`config.mk`:
```
export PLATFORM = sky130hd
export DESIGN_NAME = nco_amp_ramp
export DESIGN_NICKNAME = d
export VERILOG_FILES = /design/src/rtl/nco_amp_ramp.sv
export SDC_FILE = /design/constraint.sdc
export NUM_CORES = 1
export LEC_CHECK = 0
export ABC_AREA = 1
export CAP_MARGIN = 40
export CELL_PAD_IN_SITES_DETAIL_PLACEMENT = 0
export CELL_PAD_IN_SITES_GLOBAL_PLACEMENT = 2
export CORE_MARGIN = 5
export CORE_UTILIZATION = 31
export CTS_CLUSTER_SIZE = 24
export DETAILED_ROUTE_END_ITERATION = 7
export PLACE_DENSITY = 0.8
export SETUP_SLACK_MARGIN = 0.05
export SYNTH_ARGS = -nofsm -noshare
export SYNTH_HDL_FRONTEND = slang
export SYNTH_SLANG_ARGS = --single-unit
```
`constraint.sdc`:
```
create_clock -name clk -period 5.4 [get_ports clk]
set_input_delay 0.54 -clock clk [delete_from_list [all_inputs] [get_ports clk]]
set_output_delay 0.54 -clock clk [all_outputs]
set_load 0.01 [all_outputs]
```
`src/rtl/nco_amp_ramp.sv`:
```
// nco_amp_ramp: slews the NCO amplitude word toward a latched target in programmable steps and at a programmable rate, with a ramp-down mute.
// Optional zero-crossing gating of amplitude updates is enabled by defining NCO_AMP_RAMP_ZC_EN.
module nco_amp_ramp #(
   parameter int DAC_WIDTH  = 14,
   parameter int STEP_WIDTH = 10,
   parameter int DIV_WIDTH  = 16
) (
   input  logic                  clk,
   input  logic                  rst,
   input  logic [DAC_WIDTH-1:0]  target_amp,
   input  logic                  load,
   input  logic                  mute,
   input  logic [STEP_WIDTH-1:0] step,
   input  logic [DIV_WIDTH-1:0]  rate_div,
   input  logic                  nco_sign,
   output logic [DAC_WIDTH-1:0]  amp_out,
   output logic                  busy,
   output logic                  done
);

   typedef enum logic [1:0] {IDLE, UP, DOWN} state_t;

   localparam logic [DAC_WIDTH-1:0] AMP_MAX = {1'b0, {(DAC_WIDTH-1){1'b1}}};

   state_t                state_q, state_d;
   logic [DAC_WIDTH-1:0]  amp_q, amp_d;
   logic [DAC_WIDTH-1:0]  target_q, target_d;
   logic [DIV_WIDTH-1:0]  div_q, div_d;
   logic                  busy_q, busy_d;
   logic                  done_q, done_d;

   logic [DAC_WIDTH-1:0]  effTgt;
   logic [STEP_WIDTH-1:0] stepEff;
   logic [DAC_WIDTH:0]    stepExt;
   logic [DAC_WIDTH:0]    sumUp;
   logic [DAC_WIDTH:0]    diffDown;
   logic                  tick;
   logic                  zc;
   logic                  hitTgt;

   assign effTgt  = mute ? '0 : target_q;
   assign stepEff = (step == '0) ? STEP_WIDTH'(1) : step;
   assign stepExt = {{(DAC_WIDTH+1-STEP_WIDTH){1'b0}}, stepEff};
   assign tick    = (div_q == rate_div);

`ifdef NCO_AMP_RAMP_ZC_EN
   logic sign_q;

   // Updates land only on a sign change of the NCO sample, i.e. near its zero crossing.
   always_ff @(posedge clk) begin
      if (rst) sign_q <= 1'b0;
      else     sign_q <= nco_sign;
   end

   assign zc = (nco_sign != sign_q);
`else
   logic unusedNcoSign;
   assign unusedNcoSign = nco_sign;
   assign zc = 1'b1;
`endif

   always_ff @(posedge clk) begin
      if (rst) begin
         state_q  <= IDLE;
         amp_q    <= '0;
         target_q <= '0;
         div_q    <= '0;
         busy_q   <= 1'b0;
         done_q   <= 1'b0;
      end else begin
         state_q  <= state_d;
         amp_q    <= amp_d;
         target_q <= target_d;
         div_q    <= div_d;
         busy_q   <= busy_d;
         done_q   <= done_d;
      end
   end

   // Sums are one bit wider than the amplitude so the clamp to the target can never see a wrapped value.
   always_comb begin
      state_d  = state_q;
      amp_d    = amp_q;
      div_d    = div_q;
      hitTgt   = 1'b0;
      target_d = target_q;
      sumUp    = {1'b0, amp_q} + stepExt;
      diffDown = {1'b0, amp_q} - stepExt;
      if (load) target_d = (target_amp > AMP_MAX) ? AMP_MAX : target_amp;
      case (state_q)
         IDLE: begin
            div_d = '0;
            if (effTgt > amp_q)      state_d = UP;
            else if (effTgt < amp_q) state_d = DOWN;
         end
         UP, DOWN: begin
            if (effTgt == amp_q) begin
               state_d = IDLE;
               div_d   = '0;
               hitTgt  = 1'b1;
            end else if ((state_q == UP) != (effTgt > amp_q)) begin
               state_d = (effTgt > amp_q) ? UP : DOWN;
               div_d   = '0;
            end else if (tick) begin
               if (zc) begin
                  div_d = '0;
                  if (state_q == UP)
                     amp_d = (sumUp > {1'b0, effTgt}) ? effTgt : sumUp[DAC_WIDTH-1:0];
                  else
                     amp_d = (diffDown[DAC_WIDTH] || (diffDown[DAC_WIDTH-1:0] < effTgt)) ? effTgt : diffDown[DAC_WIDTH-1:0];
                  if (amp_d == effTgt) begin
                     state_d = IDLE;
                     hitTgt  = 1'b1;
                  end
               end
            end else begin
               div_d = div_q + DIV_WIDTH'(1);
            end
         end
         default: state_d = IDLE;
      endcase
   end

   always_comb begin
      busy_d = (state_d != IDLE);
      done_d = hitTgt;
   end

   assign amp_out = amp_q;
   assign busy    = busy_q;
   assign done    = done_q;

endmodule

```
==> results.txt <==
Antenna violations before repair -> 0
Total negative slack -> 0 ps
Initial core utilization -> 0.3164
Die Ht -> 145.9 um
Post-CTS sizing -> 0
FF+latch count, synth -> 48
Most frequent cells in the layout -> nand2_1, inv_1, nand3_1
N_diodes -> 0
Netlist cell types -> 40
Worst-path fanout max -> 14
Worst setup EP type -> register
Post-synthesis sequential area ratio -> 0.1679
RSZ-0062 raised after global routing -> no
Clock transition at the registers of the reported paths -> 70 ps
Die area -> 21280 um2
Power density cells -> 193.4 nW/um2
CTS Buffer Depth -> 2
Pre-CTS setup slack -> -215.6 ps
TritonCTS buffer count -> 5
DR vias -> 5946
YS warnings -> 0
Clk root buf -> clkbuf_16
DR vias/cell -> 4.757
Crit Path Class -> in -> reg
Critical R2R Launch -> amp_out[6]
GRT overflow -> 0
Worst Path Required -> 5590 ps
Arrival @ worst endpoint -> 5160 ps
Die width -> 145.9 um
DRT iter0 DRCs -> 355
Total GRT Usage -> 0.1708
Port Buffers -> 59
Peak supply drop -> 134.5 uV
Startpoint Class -> primary input
Status -> completed
EDFF count, synth -> 0
Main area contributors after synthesis -> dfxtp_1, nand2_1, ha_1
Crit path from -> step[2]
Hold-fix buffers, CTS -> 0
Critical path's slowest cell -> clkdlybuf4s50_1
Core region area -> 18090 um2
CP Buf/Inv Count -> 4
Final hold vios -> 0
Nets -> 1135
Wire per inst -> 14.96 um
I/O pin count -> 61
Top FF cell, synth -> dfxtp_1
Final period demand of the worst path -> 4973 ps
Static Leak -> 3.590 nW
Mean Syn Cell Area -> 6.194 um2
Row count -> 49
Gate Count Post-Synth -> 924
Largest net degree at the start of global routing -> 36
1st-pass router iterations -> 5
TritonCTS clock tree -> done
Clock sinks -> 48
Dpl hpwl -> 15440 um
# Post-CTS Setup Buffers -> 0
Fillers -> 1967
Mapped Area -> 5723 um2
Worst Min Path Start -> target_q[13]
Delay-heaviest family, CP -> simple AND/OR/NAND/NOR gates
Final ANT Viol Nets -> 0
H-tree level count -> 2
Crit-path most repeated cell -> nand2_1
Max-capacitance violation count -> 0
Syn-to-layout area delta -> 26.78%
Routability cong. -> 0.7948
Worst-Margin Slew -> 767.5 ps
Final Cycle Share -> 0.9209
Post-Syn Nets -> 1039
Worst-Skew Late Latency -> 300 ps
Slew Viols, Final -> 0
First-pass GRT wire length -> 29570 um
Commonest non-fill, non-tap cell in the layout -> nand2_1
Clock Skews -> 10.64 ps
Drt drc -> 0
Ys async rst share -> 0
Largest stage delay on the critical path -> 430 ps
Share of layout cells above drive strength 1 -> 0.1283
Yosys top cell area share -> 0.1679
Max Fclk -> 201.1 MHz
Synth area leader -> dfxtp_1
Hold crit path type -> reg -> reg
Final WL -> 18700 um
Normalized max-slew margin -> 0.4884
Vias in the first global route -> 5443
Setup Viol. Count Final -> 0
Setup ws final -> 426.9 ps
Hold WS -> 440.3 ps
[final cells by class]
type / count / area (um2) / share of cell area
inverter: 139 / 521.8 / 0.07191
sequential: 48 / 960.9 / 0.1324
clock inverter: 2 / 38.79 / 0.005346
tap: 229 / 286.5 / 0.03949
clock buffer: 6 / 138.9 / 0.01914
multi-input combinational: 696 / 4130 / 0.5692
timing repair buffer: 130 / 1179 / 0.1624
[registers in the layout, indices dropped and copies added, names as in the netlist]
signal    count
amp_out      14
busy          1
div_q        16
done          1
state_q       2
target_q     14
[worst register-to-register path: cells and delay by family (launching register included)]
family	cells	cell delay (ps)
AO/OA/AOI/OAI	1	180
AND/OR/NAND/NOR	27	2720
buffers and inverters	2	290
adder cells (fa/ha/maj)	2	540
flip-flops	1	490
[per-layer routing]
layer,vias to the layer above,track usage,routed length [um]
met3,11,0.01900,407
met1,2656,0.2577,9896
met2,72,0.2682,8244
met4,0,0.02089,153
met5,-,0,0
li1,3207,-,-
[final timing paths]
kind	end	slack [ps]	cells past startpoint
hold / removal	target_q[13]	440	2
setup reg to reg	busy	1100	32
hold reg to reg	target_q[13]	440	2
setup / recovery	busy	430	37
[report_power, final]
group          leakage, nW  internal (W)  total (W)  switching [W]
sequential           0.391      0.000374   0.000387      0.0000124
combinational         3.11      0.000263   0.000638       0.000375
clock               0.0871      0.000232   0.000379       0.000146
[Yosys cell counts, types with 3 or more instances]
master    instances
buf_6             5
buf_4             3
nand4_1          13
nand2_1         229
nand3b_1          8
a211oi_1         13
nor2_1           56
nand3_1          99
dfxtp_1          48
o21ai_0          26
nand3_2           7
xnor2_1           5
clkbuf_1         24
inv_1           130
o21a_1            3
xor2_1           30
o21bai_1          3
o211ai_1         16
nor4_1            8
a21oi_1          59
nand2_2          10
buf_2             8
ha_1             68
inv_2             8
or2_2             4
nor3_1           22
[through the flow]
| step | util | std cells | total power (W) | area [um2] |
|---|---|---|---|---|
| after CTS | 0.3927 | 1249 | 0.001396 | 7103 |
| after global routing | 0.4012 | 1250 | 0.001516 | 7256 |
| after floorplan | - | 924 | 0.0007866 | 5723 |
| final | 0.4012 | 1250 | 0.001403 | 7256 |
| after detailed placement | 0.3829 | 1241 | 0.001012 | 6925 |
| after global placement | 0.3829 | 1241 | 0.001013 | 6925 |
[cells by family after synthesis]
| group | count (synthesis) | synth area share |
|---|---|---|
| buffers and inverters | 180 | 0.1283 |
| AOI/OAI and AO/OA | 130 | 0.1353 |
| adders and majority gates | 70 | 0.1557 |
| and+or+nand+nor | 461 | 0.3592 |
| DFF | 48 | 0.1679 |
| xor gates and xnor gates | 35 | 0.05356 |
(Power assumes the default switching activity.)
